[config.mk]
export PLATFORM = sky130hd
export DESIGN_NAME = munoc_rchannel_responder
export DESIGN_NICKNAME = d
export VERILOG_FILES = /design/src/rtl/munoc_rchannel_responder.sv
export SDC_FILE = /design/constraint.sdc
export NUM_CORES = 1
export LEC_CHECK = 0
export BUFFER_PORTS_ARGS = -buffer_cell sky130_fd_sc_hd__buf_2
export CELL_PAD_IN_SITES_DETAIL_PLACEMENT = 1
export CELL_PAD_IN_SITES_GLOBAL_PLACEMENT = 1
export CORE_MARGIN = 4
export CORE_UTILIZATION = 39
export CTS_BUF_LIST = sky130_fd_sc_hd__clkbuf_8 sky130_fd_sc_hd__clkbuf_16
export DETAILED_ROUTE_END_ITERATION = 10
export GPL_TIMING_DRIVEN = 0
export PLACE_DENSITY = 0.9
export SYNTH_ARGS = -nofsm -noshare
export SYNTH_HDL_FRONTEND = slang
export SYNTH_SLANG_ARGS = --single-unit
[constraint.sdc]
create_clock -name clk -period 4.3 [get_ports clk]
set_clock_uncertainty 0.15 [all_clocks]
set_input_delay 0.645 -clock clk [delete_from_list [all_inputs] [get_ports clk]]
set_output_delay 0.645 -clock clk [all_outputs]
set_load 0.02 [all_outputs]
[src/rtl/munoc_rchannel_responder.sv]
// ---------------------------------------------------------------------------
// munoc_rchannel_responder
//
// AXI read-data (R channel) responder for the slave-side network interface.
// Accepts one read request at a time, pops words from a local ready/request
// data source and emits a complete R burst (RID, RRESP, RLAST) through a
// single-entry output register that sustains one beat per cycle.
//
// Ports:
//   clk          clock, all logic on the rising edge
//   rstnn        synchronous active-low reset
//   ar_valid     read request valid
//   ar_ready     request accepted when ar_valid & ar_ready (high in IDLE)
//   ar_id        request ID, returned on r_id
//   ar_len       beats minus one
//   ar_size      log2 of bytes per beat
//   src_ready    data source holds a word
//   src_request  pop one word this cycle (only while src_ready)
//   src_data     source word, valid with src_ready
//   src_error    source word is erroneous, valid with src_ready
//   r_valid      R beat valid
//   r_ready      R beat accepted when r_valid & r_ready
//   r_id         latched ar_id
//   r_data       beat data, lanes beyond the beat size zeroed
//   r_resp       2'b00 OKAY, 2'b10 SLVERR
//   r_last       final beat of the burst
// ---------------------------------------------------------------------------
module munoc_rchannel_responder #(
    parameter int BW_TID  = 4,
    parameter int BW_DATA = 32,
    parameter int BW_LEN  = 8
) (
    input  logic                clk,
    input  logic                rstnn,
    input  logic                ar_valid,
    output logic                ar_ready,
    input  logic [BW_TID-1:0]   ar_id,
    input  logic [BW_LEN-1:0]   ar_len,
    input  logic [2:0]          ar_size,
    input  logic                src_ready,
    output logic                src_request,
    input  logic [BW_DATA-1:0]  src_data,
    input  logic                src_error,
    output logic                r_valid,
    input  logic                r_ready,
    output logic [BW_TID-1:0]   r_id,
    output logic [BW_DATA-1:0]  r_data,
    output logic [1:0]          r_resp,
    output logic                r_last
);

    localparam int NUM_BYTES = BW_DATA / 8;

    typedef enum logic {
        IDLE  = 1'b0,
        BURST = 1'b1
    } state_t;

    state_t              r_state;
    state_t              w_state_next;

    // One extra bit so that len=all-ones still terminates (counter reaches len+1).
    logic [BW_LEN:0]     r_cnt;
    logic [BW_LEN-1:0]   r_len;
    logic [2:0]          r_size;
    logic                r_size_bad;

    logic                w_ar_hs;
    logic                w_issue;
    logic                w_beats_left;
    logic                w_slot_free;
    logic                w_size_bad;
    logic [BW_DATA-1:0]  w_masked;

    // A beat wider than the data bus cannot be served: answer with SLVERR.
    assign w_size_bad   = (32'd8 << ar_size) > 32'(BW_DATA);
    assign w_ar_hs      = ar_valid & ar_ready;
    assign w_beats_left = (r_cnt <= {1'b0, r_len});
    // Output register can take a new beat if empty or being drained right now.
    assign w_slot_free  = ~r_valid | r_ready;

    // Keep only the byte lanes that belong to a beat of 2^size bytes.
    genvar gi;
    generate
        for (gi = 0; gi < NUM_BYTES; gi++) begin : g_lane
            assign w_masked[gi*8 +: 8] = (32'(gi) < (32'd1 << r_size)) ?
                                         src_data[gi*8 +: 8] : 8'h00;
        end
    endgenerate

    always_ff @(posedge clk) begin
        if (!rstnn) begin
            r_state <= IDLE;
        end else begin
            r_state <= w_state_next;
        end
    end

    always_comb begin
        w_state_next = r_state;
        ar_ready     = 1'b0;
        w_issue      = 1'b0;
        src_request  = 1'b0;
        case (r_state)
            IDLE: begin
                ar_ready = 1'b1;
                if (ar_valid) begin
                    w_state_next = BURST;
                end
            end
            BURST: begin
                if (w_beats_left && w_slot_free) begin
                    if (r_size_bad) begin
                        // Error beats are synthesized locally; the source is untouched.
                        w_issue = 1'b1;
                    end else if (src_ready) begin
                        w_issue     = 1'b1;
                        src_request = 1'b1;
                    end
                end
                if (r_valid && r_ready && r_last) begin
                    w_state_next = IDLE;
                end
            end
            default: w_state_next = IDLE;
        endcase
    end

    always_ff @(posedge clk) begin
        if (!rstnn) begin
            r_cnt      <= '0;
            r_len      <= '0;
            r_size     <= '0;
            r_size_bad <= 1'b0;
            r_valid    <= 1'b0;
            r_id       <= '0;
            r_data     <= '0;
            r_resp     <= 2'b00;
            r_last     <= 1'b0;
        end else begin
            if (w_ar_hs) begin
                r_id       <= ar_id;
                r_len      <= ar_len;
                r_size     <= ar_size;
                r_size_bad <= w_size_bad;
                r_cnt      <= '0;
            end
            if (w_issue) begin
                r_valid <= 1'b1;
                r_data  <= r_size_bad ? '0 : w_masked;
                r_resp  <= (r_size_bad || src_error) ? 2'b10 : 2'b00;
                r_last  <= (r_cnt == {1'b0, r_len});
                r_cnt   <= r_cnt + 1'b1;
            end else if (r_valid && r_ready) begin
                r_valid <= 1'b0;
            end
        end
    end

endmodule

==> results_dict.tcl, run 1 <==
set metrics [dict create \
    outcome "completed" \
    drc 0 \
    n_antenna_cell 0 \
    startpoint_type "flip-flop" \
    rows 30 \
    p_leak_nw 1.53 \
    max_freq_ghz 0.280 \
    nFillCells 872 \
    worstSkewPairLatency_ns 0.34 \
    die_x_um 93.4 \
    final_cells 538 \
    hold_violations 0 \
    die_y_um 93.4 \
    maxSlewViolCount 0 \
    ioPinCount 95 \
    cts_inserted_buffers 9 \
    drt_wl_total_um 9780 \
    worst_slew_pin_slew_ns 0.627 \
    crit_path_start "r_cnt[6]$_SDFFE_PN0P_" \
    ir_worst_vdd_uv 196 \
    ctsHoldBuffers 0 \
    ys.warnings.count 0 \
    cts.clk_slew.worst_paths_ns 0.07 \
    drt_iter0_drc 114 \
    rr_endpoint "r_cnt[7]$_SDFFE_PN0P_" \
    post_synth_num_cell_types 40 \
    wire_per_inst_um 18.2 \
    port_buffers 92 \
    final_cell_mix "buf_2, dfxtp_1, a21boi_0, nand2_1, o21ai_0" \
    r2r_slack_ns 1.63 \
    setup_tns_ns 0 \
    reg2reg_depth 6 \
    synthSimpleGateAreaFrac_pct 21.1 \
    tritoncts "done" \
    drv_cap 0 \
    cts_resized 0 \
    critPathMaxFanout 10 \
    synth_nets 396 \
    core_um2 6940 \
    synthTopCellsByArea "dfxtp_1, a21boi_0, o21ai_0" \
    synth_top_family_by_area "compound AO/OA/AOI/OAI gates" \
    post_cts_buffers 0 \
    final_common_cell "buf_2" \
    grt_usage_pct 23.0 \
    dp.final_hpwl_um 6900 \
    pwr-share-comb_pct 16.6 \
    slew_headroom_pct 57.9 \
    worst_slack_ns 0.733 \
    synthXorXnorAreaFrac_pct 0 \
    syn2layout_area_growth_pct 28.0 \
    fin_crit_sh_pct 82.9 \
    final_cell_area_um2 3640 \
    dpl-instance-area_um2 3430 \
    ant_nets 0 \
    final_util_pct 52.4 \
    syn_area_per_cell_um2 8.52 \
    synth_cells 334 \
    nets 499 \
    p_sw_mw 0.413 \
    cts_buffer_depth 2 \
    synth_fa_ha_area_share_pct 3.96 \
    synth_top_area_share_pct 42.9 \
    crit_required_ns 3.50 \
    critical_path_class "reg -> out" \
    drt-pass1-iter-count 4 \
    yosysTopAreaCell "dfxtp_1" \
    dieArea_um2 8730 \
    gp_congestion 0.776 \
    end_kind "primary output" \
    crit_end "src_request" \
    start_util_pct 41.0 \
    seqPwrFrac_pct 42.9 \
    synth_mux_area_share_pct 0 \
    clock_sinks 61 \
    swShare_pct 29.6 \
    h-tree-depth 3 \
    setup_viol 0 \
    synth-seq-cells 61 \
    powerDensity_nw_per_um2 384 \
    intPower_mw 0.984 \
    min_path_type "reg -> reg" \
    power_frac_clock_pct 40.5 \
    synth_area_um2 2850 \
    synth_compound_area_share_pct 26.4 \
    grt_pass1_vias 3235 \
    post_drt_via_cell_ratio 5.57 \
    cts_root_buffer "clkbuf_8" \
    grt_max_degree 12 \
    grt_overflow_total 0 \
    antenna_found_initial 0 \
    vias 2997 \
    rsz0062_at_grt "no" \
    r2r_start "r_cnt[6]$_SDFFE_PN0P_" \
    dp_slack_ns 1.14 \
    seq_area_frac_synth_pct 42.9 \
    dp_cells 522 \
    finalCriticalPeriod_ns 3.57 \
    grt_pass1_wl_um 15800 \
    drive_above_1_share_pct 26.0 \
    critPathArrivalTime_ns 2.77 \
]
## worst min-delay path by stage
stage	start	to	slack [ns]	depth (start not counted)
3_3_place_gp	r_id[0]$_SDFFE_PN0P_	r_id[0]$_SDFFE_PN0P_	0.30	2
5_1_grt	r_id[0]$_SDFFE_PN0P_	r_id[0]$_SDFFE_PN0P_	0.34	2
2_1_floorplan	r_len[6]$_SDFFE_PN0P_	r_len[6]$_SDFFE_PN0P_	0.29	2
3_5_place_dp	r_len[5]$_SDFFE_PN0P_	r_len[5]$_SDFFE_PN0P_	0.31	2
6_report	r_len[4]$_SDFFE_PN0P_	r_len[4]$_SDFFE_PN0P_	0.32	2
4_1_cts	r_len[4]$_SDFFE_PN0P_	r_len[4]$_SDFFE_PN0P_	0.33	2
## stage by stage
step                hold WS [ns]  power, mW
floorplan                  0.293      0.747
CTS                        0.327       1.40
global placement           0.301      0.829
global route               0.344       1.46
finish                     0.320       1.40
detailed placement         0.314      0.837
## registers in the layout, summed over array words and instances, names as in the netlist
register    flops
r_resp          1
r_len           8
r_size          3
r_data         32
r_id            4
r_size_bad      1
r_valid         1
r_cnt           9
r_state         1
r_last          1
## cells in the mapped netlist, drive strengths merged
master and count:
a2111o 1, a211o 1, a21boi 50, a21o 2, a21oi 4, a41oi 1
and3 3, and3b 3, and4b 1, buf 5, clkbuf 24, conb 1
dfxtp 61, ha 9, inv 10, nand2 43, nand2b 2, nand3 7
nand4 25, nand4b 9, nor2 9, nor2b 3, nor3 1, nor3b 2
o2111ai 1, o211a 1, o211ai 5, o21a 1, o21ai 39, o221ai 3
o22ai 2, o311a 1, or2 1, or3 1, or3b 1, or4 1
## power groups by stage
stage | Combinational, mW | Sequential, mW | Clock [mW]
floorplan | 0.123 | 0.624 | 0
global placement | 0.219 | 0.610 | 0
detailed placement | 0.226 | 0.611 | 0
CTS | 0.232 | 0.599 | 0.573
global route | 0.256 | 0.601 | 0.605
finish | 0.232 | 0.599 | 0.565
## area by class of cell
cell class	instances	area (um^2)	area share (%)
multi-input cells	234	1470	40.3
flip-flops and latches	61	1220	33.5
repair buffers	92	460	12.6
clock buffers	9	124	3.40
well taps	96	120	3.30
plain buffers	29	118	3.23
clock inverters	7	91.3	2.51
inverters	10	37.5	1.03
## critical path: stages (launching register included)
cell and delay, ns:
dfxtp_1 0.46, ha_1 0.29, a21o_1 0.19, a211o_1 0.33, o211ai_2 0.32, buf_2 0.29, nand3_1 0.13, nor3b_1 0.20
buf_2 0.21
## kinds of logic (layout without fill, tap and decap cells)
group / Yosys count / after routing
buffers and inverters: 39 / 147
other: 1 / 1
adders and majority gates: 9 / 9
and+or+nand+nor: 112 / 112
AOI/OAI and AO/OA: 112 / 112
DFF: 61 / 61
## routing by layer
| layer | track usage, % | routed length [um] | part of all wire, % | vias up |
|---|---|---|---|---|
| li1 | - | - | - | 1414 |
| met4 | 8.79 | 201 | 2.1 | 0 |
| met2 | 40.3 | 5000 | 51 | 94 |
| met3 | 4.26 | 501 | 5.1 | 15 |
| met5 | 0 | 0 | 0 | - |
| met1 | 27.8 | 4070 | 42 | 1474 |
Power figures use the tool's default switching activity.
==> run 2, diff against run 1 <==
- ABC_AREA: default -> 1
- CORE_UTILIZATION: 39 -> 32
- PLACE_DENSITY: 0.9 -> 0.82
- clock period: 4.3 -> 3 ns (I/O delays scaled with it)
==> run 2 against run 1 <==
  * Sequential power grew 44%
  * Clock power grew 24%
  * Global-route usage shrank 5.6 points
  * Register-to-register slack lost 0.69 ns
  * Flip-flop and latch count is the same
  * Combinational power grew 50%
  * Critical path depth grew 1
  * Die area grew 25%
  * Design area grew 3.3%
  * Via count grew 5.8%
  * Non-clock buffer count shrank 1
  * Final cell count grew 18%
  * Largest power group unchanged
==> results_dict.tcl, run 2 <==
set metrics [dict create \
    grt_pass1_vias 3311 \
    post_cts_buffers 0 \
    syn_area_per_cell_um2 7.10 \
    r2r_start "r_cnt[7]$_SDFFE_PN0P_" \
    largestRegisters "r_data: 32 flops, r_cnt: 9 flops, r_len: 8 flops" \
    die_y_um 105 \
    port_buffers 93 \
    critical_path_class "reg -> out" \
    hold_path_startpoint "ar_id[1]" \
    grt_pass1_wl_um 15800 \
    synthTopCellsByArea "dfxtp_1, nand4_1, a21oi_1" \
    reg2reg_depth 9 \
    nets 586 \
    cts_root_buffer "clkbuf_8" \
    ir_worst_vdd_uv 218 \
    worstSkewPairLatency_ns 0.34 \
    hold_end "r_id[1]$_SDFFE_PN0P_" \
    final_common_cell "buf_2" \
    core_um2 8890 \
    max_freq_ghz 0.362 \
    r2r_slack_ns 0.94 \
    die_x_um 105 \
    nFillCells 1164 \
    setup_viol 0 \
    maxSlewViolCount 0 \
    fin_crit_sh_pct 92.1 \
    critPathMaxFanout 10 \
    hold_violations 0 \
    ant_nets 0 \
    gp_congestion 0.836 \
    dpl-instance-area_um2 3580 \
    largest_register_ffs 32 \
    synthFlopType "dfxtp_1" \
    multi_input_area_um2 1390 \
    post_synth_num_cell_types 28 \
    yosysTopAreaCell "dfxtp_1" \
    min_path_type "in -> reg" \
    grt_overflow_total 0 \
    final_cell_mix "buf_2, nand2_1, inv_1, dfxtp_1, a21oi_1" \
    dieArea_um2 10900 \
    synth_cells 420 \
    dp.final_hpwl_um 7090 \
    post_drt_via_cell_ratio 4.99 \
    hold_ws_ns 0.218 \
    synth-seq-cells 61 \
    worst_slew_pin_slew_ns 1.08 \
    drt_wl_total_um 9340 \
    h-tree-depth 3 \
    synth_top_area_share_pct 41.0 \
    clock_sinks 61 \
    rows 34 \
    outcome "completed" \
    powerDensity_nw_per_um2 508 \
    rsz0062_at_grt "no" \
    drt_iter0_drc 108 \
    antenna_found_initial 0 \
    drive_above_1_share_pct 23.7 \
    wire_per_inst_um 14.7 \
    seq_area_frac_synth_pct 41.0 \
    synth_nets 482 \
    vias 3171 \
    synth_area_um2 2980 \
    synth_most_common_cell "nand2_1" \
    cts_buffer_depth 2 \
    ioPinCount 95 \
    cts_resized 0 \
    synth_edf_count 0 \
    end_kind "primary output" \
    finalCriticalPeriod_ns 2.76 \
    largest_register "r_data" \
    seq_area_um2 1220 \
    critPathArrivalTime_ns 2.16 \
    slew_headroom_pct 27.1 \
    grt_max_degree 11 \
    tritoncts "done" \
    drv_cap 0 \
    final_cell_area_um2 3760 \
    rr_endpoint "r_cnt[7]$_SDFFE_PN0P_" \
    p_leak_nw 1.79 \
    syn2layout_area_growth_pct 26.2 \
    ys.warnings.count 0 \
    cts_inserted_buffers 9 \
    cts.clk_slew.worst_paths_ns 0.07 \
    synth_common_cells "nand2_1, dfxtp_1, inv_1" \
    crit_required_ns 2.40 \
    ctsHoldBuffers 0 \
    setup_tns_ns 0 \
    startpoint_type "flip-flop" \
    start_util_pct 33.5 \
    holdPathStages 3 \
    drt-pass1-iter-count 4 \
    grt_usage_pct 17.4 \
    ys_async_sr_fraction_pct 0 \
    n_antenna_cell 0 \
    drc 0 \
]
==> run 2: area by class of cell <==
cell class,count,area share (%)
flip-flops and latches,61,32.5
repair buffers,93,12.4
clock buffers,9,3.29
inverters,61,6.09
plain buffers,27,3.82
multi-input cells,271,36.8
well taps,108,3.59
clock inverters,6,1.53
==> run 2: layer usage <==
layer	vias up	GRT usage, %	part of all wire, %
li1	1581	-	-
met1	1504	21.2	45
met2	77	29.5	48
met3	9	5.34	5.4
met4	0	5.22	1.1
met5	-	0	0
==> run 2: how the worst max path moves through the flow <==
stage                                from          end  slack [ns]  cells after the start
floorplan           r_cnt[7]$_SDFFE_PN0P_  src_request        0.79                      8
global placement    r_cnt[4]$_SDFFE_PN0P_  src_request        0.59                      9
detailed placement  r_cnt[7]$_SDFFE_PN0P_  src_request        0.59                      9
CTS                 r_cnt[7]$_SDFFE_PN0P_  src_request        0.21                      9
global route        r_cnt[4]$_SDFFE_PN0P_  src_request        0.08                      9
finish              r_cnt[7]$_SDFFE_PN0P_  src_request        0.24                      9
==> run 2: critical path, stage by stage, from the launching register on <==
cell	delay, ns
dfxtp_1	0.36
ha_1	0.33
nand2_1	0.08
nor2_2	0.16
nand3_1	0.16
nand2_4	0.17
buf_4	0.19
nand4_1	0.09
nor2_1	0.11
buf_2	0.18
==> run 2: logic make-up after synthesis <==
logic type      after synthesis  synth area share [%]
xor+xnor                      2                 0.588
other cells                   1                 0.126
simple gates                185                  29.1
fa+ha+maj                     9                  3.78
compound gates               74                  12.9
buf+inv                      88                  12.5
flops                        61                  41.0
==> run 2: where the power goes <==
part	internal [mW]	switching (mW)
Sequential	0.845	0.0187
Combinational	0.119	0.228
Clock	0.372	0.329
Total	1.34	0.575
==> run 2: through the flow <==
| step | util [%] | power (mW) | cells | setup WS (ns) |
|---|---|---|---|---|
| after detailed placement | 40.3 | 1.23 | 621 | 0.585 |
| after CTS | 42.3 | 1.93 | 636 | 0.213 |
| after global placement | 40.3 | 1.22 | 621 | 0.587 |
| after floorplan | - | 1.10 | 420 | 0.788 |
| after global routing | 42.3 | 2.01 | 636 | 0.0790 |
| final | 42.3 | 1.91 | 636 | 0.236 |
